===== src/rtl/ata_pio_sequencer.sv =====
// ATA/IDE PIO cycle sequencer: decodes the IDE window and times CS/IOR/IOW/DSACK1 for the CPU.
// Define ATA_TIMEOUT_EN to build the IORDY timeout that ends a stuck cycle with BERR.
module ata_pio_sequencer #(
  parameter logic [7:0] ATA_BASE    = 8'hDA,
  parameter int         SETUP_CYC   = 2,
  parameter int         STROBE_CYC  = 6,
  parameter int         HOLD_CYC    = 1,
  parameter int         RECOVER_CYC = 3,
  parameter int         TIMEOUT_CYC = 200
) (
  input  logic        CLKCPU,
  input  logic        RESET,
  input  logic        AS20,
  input  logic        RW20,
  input  logic [23:0] A,
  input  logic        IDEWAIT,
  output logic [1:0]  IDECS,
  output logic        IOR,
  output logic        IOW,
  output logic        DSACK1,
  output logic        BERR,
  output logic        ACCESS
);

  localparam logic [3:0] SETUP_LD  = 4'(SETUP_CYC - 1);
  localparam logic [3:0] STROBE_LD = 4'(STROBE_CYC - 1);
  localparam logic [3:0] HOLD_LD   = 4'(HOLD_CYC - 1);
  localparam logic [3:0] REC_LD    = (RECOVER_CYC > 0) ? 4'(RECOVER_CYC - 1) : 4'd0;

  typedef enum logic [2:0] {
    ST_IDLE, ST_SETUP, ST_STROBE, ST_WAIT, ST_ACK, ST_HOLD, ST_RECOVER
`ifdef ATA_TIMEOUT_EN
    , ST_BERRW
`endif
  } state_t;

  state_t      state, state_nx;
  logic [3:0]  cnt, cnt_nx;
  logic        cs1_sel, cs1_nx;
  logic        rd_sel, rd_nx;
  logic        hit;
  logic        strobe_nx;
  logic [1:0]  cs_nx;
  logic        unused_bits;

  assign hit         = (A[23:16] == ATA_BASE) && (A[15:14] == 2'b00);
  assign ACCESS      = ~(hit & ~AS20);
  assign unused_bits = ^{A[13], A[11:0], 8'(TIMEOUT_CYC)};

`ifdef ATA_TIMEOUT_EN
  logic [7:0] tmo, tmo_nx, tmo_inc;

  function automatic logic [7:0] sat_inc8(input logic [7:0] v);
    return (v == 8'hFF) ? v : v + 8'd1;
  endfunction

  assign tmo_inc = sat_inc8(tmo);
`else
  assign BERR = 1'b1;
`endif

  always_comb begin
    state_nx = state;
    cnt_nx   = cnt;
    cs1_nx   = cs1_sel;
    rd_nx    = rd_sel;
`ifdef ATA_TIMEOUT_EN
    tmo_nx   = tmo;
`endif
    case (state)
      ST_IDLE: if (!AS20 && hit) begin
        state_nx = ST_SETUP;
        cnt_nx   = SETUP_LD;
        cs1_nx   = A[12];
        rd_nx    = RW20;
      end
      ST_SETUP: begin
        if (AS20) begin
          state_nx = ST_HOLD;
          cnt_nx   = HOLD_LD;
        end else if (cnt == 4'd0) begin
          state_nx = ST_STROBE;
          cnt_nx   = STROBE_LD;
        end else cnt_nx = cnt - 4'd1;
      end
      ST_STROBE: begin
        if (AS20) begin
          state_nx = ST_HOLD;
          cnt_nx   = HOLD_LD;
        end else if (cnt == 4'd0) begin
          state_nx = IDEWAIT ? ST_ACK : ST_WAIT;
`ifdef ATA_TIMEOUT_EN
          tmo_nx   = 8'd0;
`endif
        end else cnt_nx = cnt - 4'd1;
      end
      ST_WAIT: begin
        if (AS20) begin
          state_nx = ST_HOLD;
          cnt_nx   = HOLD_LD;
        end else if (IDEWAIT) state_nx = ST_ACK;
`ifdef ATA_TIMEOUT_EN
        else if (tmo_inc == 8'(TIMEOUT_CYC)) state_nx = ST_BERRW;
        else tmo_nx = tmo_inc;
`endif
      end
      ST_ACK: if (AS20) begin
        state_nx = ST_HOLD;
        cnt_nx   = HOLD_LD;
      end
      ST_HOLD: begin
        if (cnt == 4'd0) begin
          if (RECOVER_CYC > 0) begin
            state_nx = ST_RECOVER;
            cnt_nx   = REC_LD;
          end else state_nx = ST_IDLE;
        end else cnt_nx = cnt - 4'd1;
      end
      ST_RECOVER: begin
        if (cnt == 4'd0) state_nx = ST_IDLE;
        else cnt_nx = cnt - 4'd1;
      end
`ifdef ATA_TIMEOUT_EN
      ST_BERRW: if (AS20) begin
        state_nx = ST_HOLD;
        cnt_nx   = HOLD_LD;
      end
`endif
      default: state_nx = ST_IDLE;
    endcase
  end

  // Outputs are decoded from the next state so they register in step with it;
  // this keeps DSACK1 confined to ACK and CS stable around the strobe.
  always_comb begin
    strobe_nx = (state_nx == ST_STROBE) || (state_nx == ST_WAIT) || (state_nx == ST_ACK);
    cs_nx     = 2'b11;
    if (state_nx != ST_IDLE && state_nx != ST_RECOVER)
      cs_nx = cs1_nx ? 2'b01 : 2'b10;
  end

  always_ff @(posedge CLKCPU) begin
    if (RESET) begin
      state   <= ST_IDLE;
      cnt     <= 4'd0;
      cs1_sel <= 1'b0;
      rd_sel  <= 1'b0;
      IDECS   <= 2'b11;
      IOR     <= 1'b1;
      IOW     <= 1'b1;
      DSACK1  <= 1'b1;
    end else begin
      state   <= state_nx;
      cnt     <= cnt_nx;
      cs1_sel <= cs1_nx;
      rd_sel  <= rd_nx;
      IDECS   <= cs_nx;
      IOR     <= ~(strobe_nx & rd_nx);
      IOW     <= ~(strobe_nx & ~rd_nx);
      DSACK1  <= (state_nx != ST_ACK);
    end
  end

`ifdef ATA_TIMEOUT_EN
  always_ff @(posedge CLKCPU) begin
    if (RESET) begin
      tmo  <= 8'd0;
      BERR <= 1'b1;
    end else begin
      tmo  <= tmo_nx;
      BERR <= (state_nx != ST_BERRW);
    end
  end
`endif

endmodule


===== config.mk =====
export PLATFORM = sky130hd
export DESIGN_NAME = ata_pio_sequencer
export DESIGN_NICKNAME = d
export VERILOG_FILES = /design/src/rtl/ata_pio_sequencer.sv
export SDC_FILE = /design/constraint.sdc
export NUM_CORES = 1
export LEC_CHECK = 0
export CAP_MARGIN = 25
export CORE_MARGIN = 5
export CORE_UTILIZATION = 32
export CTS_CLUSTER_SIZE = 30
export DETAILED_ROUTE_END_ITERATION = 7
export PLACE_DENSITY = 0.64
export RECOVER_POWER = 100
export SYNTH_ARGS = -nofsm -noshare
export SYNTH_HDL_FRONTEND = slang
export SYNTH_SLANG_ARGS = --single-unit

===== constraint.sdc =====
create_clock -name CLKCPU -period 3.5 [get_ports CLKCPU]
set_input_delay 0.525 -clock CLKCPU [delete_from_list [all_inputs] [get_ports CLKCPU]]
set_output_delay 0.525 -clock CLKCPU [all_outputs]
set_load 0.05 [all_outputs]

==> results of run 1 <==
-- worst max-delay path: cells and delay by family --
| kind | cells | cell delay [ns] |
|---|---|---|
| buffers and inverters | 2 | 1.42 |
| and+or+nand+nor | 2 | 0.30 |
-- metal layers --
layer	GRT usage [%]	vias up	share of wire (%)	wire, µm
li1	-	447	-	-
met1	14.3	396	50	1040
met2	16.9	22	44	916
met3	2.84	2	5.5	115
met4	5.45	0	0.86	18
met5	0	-	0	0
-- power breakdown --
part | leakage [nW] | total (W) | internal [W] | switching (W)
clock network | 0.0138 | 0.0000897 | 0.0000399 | 0.0000498
registers | 0.113 | 0.000159 | 0.000159 | 0.000000126
logic | 0.266 | 0.0000314 | 0.0000190 | 0.0000124
total | 0.393 | 0.000280 | 0.000218 | 0.0000624
-- cells by family after synthesis --
group | after synthesis | share of synthesized area [%]
AO/OA/AOI/OAI | 31 | 22.9
XOR/XNOR | 1 | 0.964
adder cells (fa/ha/maj) | 3 | 4.13
buffers and inverters | 12 | 5.92
flip-flops | 14 | 30.9
multiplexers | 2 | 2.20
other | 1 | 0.413
AND/OR/NAND/NOR | 47 | 32.6
-- metrics by stage --
stage	hold slack, ns	std cells	util [%]	worst slack, ns	area [µm²]
finish	0.504	160	41.7	0.730	1140
global route	0.563	160	41.7	0.662	1140
CTS	0.500	160	42.2	0.843	1150
detailed placement	0.489	157	41.3	0.843	1130
global placement	0.490	157	41.3	0.856	1130
floorplan	0.467	111	-	1.29	908
-- cell type report --
cell class / instances / area, µm²
Clock buffer: 3 / 22.5
Multi-Input combinational cell: 85 / 566
Inverter: 5 / 18.8
Sequential cell: 14 / 280
Tap cell: 31 / 38.8
Timing Repair Buffer: 22 / 214
Fill cell: 294 / 1590
-- sequential cells by signal (all words and copies together), names as in the netlist --
name / cells
cs1_sel: 1
IDECS: 2
DSACK1: 1
rd_sel: 1
IOW: 1
IOR: 1
cnt: 4
state: 3
-- synthesized netlist by cell type (2+ instances only) --
master	instances
dfxtp_1	14
a21oi_1	9
nand2_1	9
nor3_1	9
nor2_1	8
buf_2	4
nor3b_1	4
o21ai_0	4
ha_1	3
inv_1	3
o21ai_1	3
a211oi_1	2
a21o_1	2
and4bb_2	2
clkbuf_1	2
inv_2	2
mux2i_1	2
nor3b_2	2
o22ai_1	2
-- how the worst max path moves through the flow --
stage | startpoint | endpoint | slack (ns)
floorplan | A[14] | cnt[0] | 1.29
global placement | AS20 | ACCESS | 0.86
detailed placement | A[14] | ACCESS | 0.84
CTS | A[14] | ACCESS | 0.84
global route | AS20 | ACCESS | 0.66
finish | AS20 | ACCESS | 0.73
==> summary.txt, run 1 <==
CTS
  – CTS tree: done
  – Clock Tree Root: clkbuf_4
  – Hold_buf cts: 0
  – Clk sinks: 14
  – Clock transition at path regs: 0.08 ns
  – H-tree lvl count: 1
  – Clock Path Buffers: 2
  – Post CTS Setup Buffer Count: 0
  – Worst-Skew Late Latency: between 0.2 and 0.3 ns
  – Post-cts resize count: 0
  – Num CTS Buffers: 3

Synthesis
  – Synth cell types: 44
  – Area of the mapped netlist: just over 900 µm²
  – Syn Area/Cell: about 8 µm²
  – Post-Syn Instances: 111
  – Number of synthesized flops with an enable pin: 0
  – Cell taking the most area after synthesis: dfxtp_1
  – Top_reg_cell synth: dfxtp_1
  – Post-synth ARST share: 0%
  – Yosys warns: 0
  – Share of the synthesized area in the top cell type: 30.9%
  – Mapped Nets: 143
  – Largest cells by area after synthesis: dfxtp_1, a21oi_1, nor3_1
  – FF+latch count, synth: 14
  – Seq/Total Area, Yosys: 30.9%

Placement
  – PortBufs: 21
  – DP HPWL: 1570 µm
  – GPL Wtd Cong: just over 0.8

Setup path
  – Startpoint types: input port
  – CP max FO: 2
  – Data arrival, critical path: 2.25 ns
  – Reg2Reg Setup Slack: 1.31 ns
  – Critical path cell sequence: dlygate4sd3_1 > and4bb_1 > nand3_1 > dlygate4sd3_1
  – FF-to-FF path depth: 8
  – Crit Path Class: in -> out
  – R2R Path End: cnt[0]
  – CP max-delay cell: dlygate4sd3_1
  – Crit-path most repeated cell: dlygate4sd3_1
  – Worst r2r src: cnt[0]
  – WP data required: 2.97 ns
  – CP Capture Type: primary output
  – Max stage delay on crit path: 0.88 ns

Detailed routing
  – WL/cell: 13.0 µm
  – Vias per cell: 5.42
  – Via count: 867
  – DR DRC count: 0
  – Post-route ant nets: 0
  – Starting DRT DRC Count: 8
  – DR pass1 iterations: 4
  – Final WL: 2090 µm

Floorplanning
  – FP Rows: 19
  – Io pins: 36
  – Die area: 4000 µm²
  – Starting density of the core: 33.2%
  – Die X: 63.3 µm
  – Die height: 63.3 µm
  – Core area: 2730 µm²

Timing
  – Count of final setup violators: 0
  – Fin. max-slew vios: 0
  – Worst Max-Slew Pin Slew: 0.646 ns
  – Final min period: 2.77 ns
  – Skew final: 0.00201 ns
  – Final hold vios: 0
  – Slew Limit Headroom: 56.9%
  – RSZ-0062 raised after global routing: no
  – Fmax: 361 MHz
  – Fin Setup TNS: 0 ns
  – Final worst path period share: 79.1%

GRT
  – Largest net degree at the start of global routing: 23
  – Grt total ovfl: 0
  – Vias in the first global route: 859
  – Gr usage total: 11.1%
  – Wire length of the first global-routing pass: 3710 µm
  – Initial antenna violation count: 0

Finish
  – Nets: approximately 160
  – Most frequent cells in the layout: dfxtp_1, clkdlybuf4s50_1, nand2_1, a21oi_1, nor3_1
  – Share of layout cells above drive strength 1: 9.30%
  – Diodes inserted: 0
  – Area Growth Syn to Fin: 25.5%

Hold path
  – Hold/Removal Path Class: reg -> reg
  – Hold_sp: cnt[0]
  – Hold path depth: 2
  – Hold Path Sink: cnt[0]

Power and ir drop
  – Power density cells: 246 nW/µm²
  – Pwr Total: 0.000280 W
  – Leak: 0.393 nW
  – Max VDD drop: 0.195 mV

Flow run
  – Maxcap violations: 0

Run status
  – Status: complete, no violations
Note: power is estimated with default switching activity, not from simulation.
==> inputs of run 2 (changes only) <==
PLACE_DENSITY = 0.66   (was 0.64)
clock period = 2.5 ns   (was 3.5 ns; I/O delays follow)
==> run 2 against run 1 <==
Net effect:
- flip-flop and latch count did not move
- sequential share of layout area down 0.58 points
- combinational power up 44%
- largest power group unchanged
- first-iteration DRC count rose to 3.0 times the previous value
==> summary.txt, run 2 (synthesis gave the netlist of run 1 again) <==
Run status
  – Status: complete, no violations

Placement
  – PortBufs: 21 (unchanged)
  – GPL Wtd Cong: 0.846 (+5.0%)
  – DP HPWL: 1660 µm (+5.9%)

GRT
  – Largest net degree at the start of global routing: 16 (-30%)
  – Initial antenna violation count: 0 (unchanged)
  – Grt total ovfl: 0 (unchanged)
  – Gr usage total: 11.5% (+0.42 points)
  – Wire length of the first global-routing pass: 3860 µm (+4.3%)
  – Vias in the first global route: 872 (+1.5%)

Power and ir drop
  – Pwr Total: 0.000432 W (+54%)
  – Sequential share of power: 51.6% (-5.2 points)
  – Max VDD drop: 0.211 mV (+7.9%)
  – Clock share of power: 37.9% (+5.9 points)
  – Psw: 0.0000931 W (+49%)
  – Combinational fraction of design power: 10.4% (-0.8 points)
  – Power density cells: 370 nW/µm² (+50%)
  – Internal: 0.000339 W (+55%)
  – Sw Ratio: 21.6% (-0.69 points)
  – Leak: 0.408 nW (+3.9%)

CTS
  – Post-cts resize count: 0 (unchanged)
  – Num CTS Buffers: 3 (unchanged)
  – Clock Tree Root: clkbuf_4
  – Clock transition at path regs: 0.08 ns (about the same)
  – Clk sinks: 14 (unchanged)
  – Clock Path Buffers: 2 (unchanged)
  – Hold_buf cts: 0 (unchanged)
  – Post CTS Setup Buffer Count: 0 (unchanged)
  – CTS tree: done
  – Worst-Skew Late Latency: 0.28 ns (about the same)
  – H-tree lvl count: 1 (unchanged)

Finish
  – Share of layout cells above drive strength 1: 13.0% (+3.7 points)
  – Largest register by flop count: cnt
  – Nets: 164 (+0.61%)
  – Area Growth Syn to Fin: 28.5%
  – Most frequent cells in the layout: dfxtp_1, clkdlybuf4s50_1, nand2_1, a21oi_1, nor3_1
  – Largest register FFs: 4 (unchanged)
  – Diodes inserted: 0 (unchanged)
  – Top Registers: cnt (4), state (3), IDECS (2)

Hold path
  – Hold path depth: 2 (unchanged)
  – Hold/Removal Path Class: reg -> reg

Timing
  – Final hold vios: 0 (unchanged)
  – Slew Limit Headroom: 59.5% (+2.6 points)
  – Hold_ws: 0.520 ns (+0.0165 ns)
  – Count of final setup violators: 0 (unchanged)
  – Final min period: about 2.2 ns
  – Final worst path period share: 88.4%
  – Skew final: 0.00103 ns (-0.000978 ns)
  – Worst Max-Slew Pin Slew: 0.610 ns (-0.0358 ns)
  – Fin. max-slew vios: 0 (unchanged)
  – Fin Setup TNS: 0 ns (unchanged)
  – Fmax: 452 MHz
  – RSZ-0062 raised after global routing: no

Setup path
  – CP Capture Type: flip-flop
  – Crit Path Class: reg -> reg
  – Data arrival, critical path: 2.42 ns (+0.17 ns)
  – WP data required: 2.71 ns (-0.26 ns)
  – CP max FO: 7 (+5)
  – Startpoint types: flip-flop
  – FF-to-FF path depth: 9 (+1)

Floorplanning
  – Die height: 63.3 µm (unchanged)
  – Io pins: 36 (unchanged)
  – Die area: 4000 µm² (unchanged)
  – Die X: 63.3 µm (unchanged)
  – Starting density of the core: 33.2% (unchanged)
  – FP Rows: 19 (unchanged)
  – Core area: 2730 µm² (unchanged)

Detailed routing
  – Starting DRT DRC Count: 24 (+16)
  – WL/cell: 13.4 µm (+2.9%)
  – Post-route ant nets: 0 (unchanged)
  – DR DRC count: 0 (unchanged)
  – Via count: 879 (+1.4%)
  – DR pass1 iterations: 4 (unchanged)
  – Vias per cell: 5.43 (+0.13%)
  – Final WL: 2170 µm (+4.2%)

Flow run
  – Maxcap violations: 0 (unchanged)
-- run 2: final cells by class --
cell class              count  area (µm²)
multi-input cells          85         574
clock buffers               4        36.3
repair buffers             23         219
inverters                   5        18.8
flip-flops and latches     14         280
well taps                  31        38.8
fillers                   280        1570
-- run 2: path summary, 6_finish.rpt --
path / startpoint / slack, ns / end
hold reg to reg: cnt[1] / 0.52 / cnt[1]
hold / removal: cnt[1] / 0.52 / cnt[1]
setup / recovery: cnt[0] / 0.29 / cnt[0]
setup reg to reg: cnt[0] / 0.29 / cnt[0]
-- run 2: metal layers --
layer	vias to the layer above	part of all wire (%)	track usage [%]
met5	-	0	0
li1	445	-	-
met3	7	5.9	4.09
met4	0	2.4	5.45
met1	399	46	14.1
met2	28	46	17.8
-- run 2: worst max-delay path, stage by stage (launching register included) --
cell      delay (ns)
dfxtp_1         0.35
inv_1           0.09
ha_1            0.20
nor3b_2         0.39
inv_2           0.14
ha_1            0.31
o21ai_1         0.13
a211oi_1        0.08
a311o_1         0.30
a21oi_1         0.13
-- run 2: through the flow --
step,worst slack [ns],cell area (µm²),std cells,utilization (%)
4_1_cts,0.269,1180,162,43.3
3_3_place_gp,0.295,1150,158,42.0
3_5_place_dp,0.253,1150,158,42.0
5_1_grt,0.0150,1170,162,42.7
6_report,0.290,1170,162,42.7
2_1_floorplan,0.445,908,111,-
-- run 2: power groups by stage --
stage               combinational, W  sequential (W)  clock [W]
CTS                        0.0000459        0.000223   0.000170
global placement           0.0000448        0.000228          0
floorplan                  0.0000188        0.000228          0
detailed placement         0.0000458        0.000228          0
finish                     0.0000451        0.000223   0.000164
global route               0.0000495        0.000223   0.000181
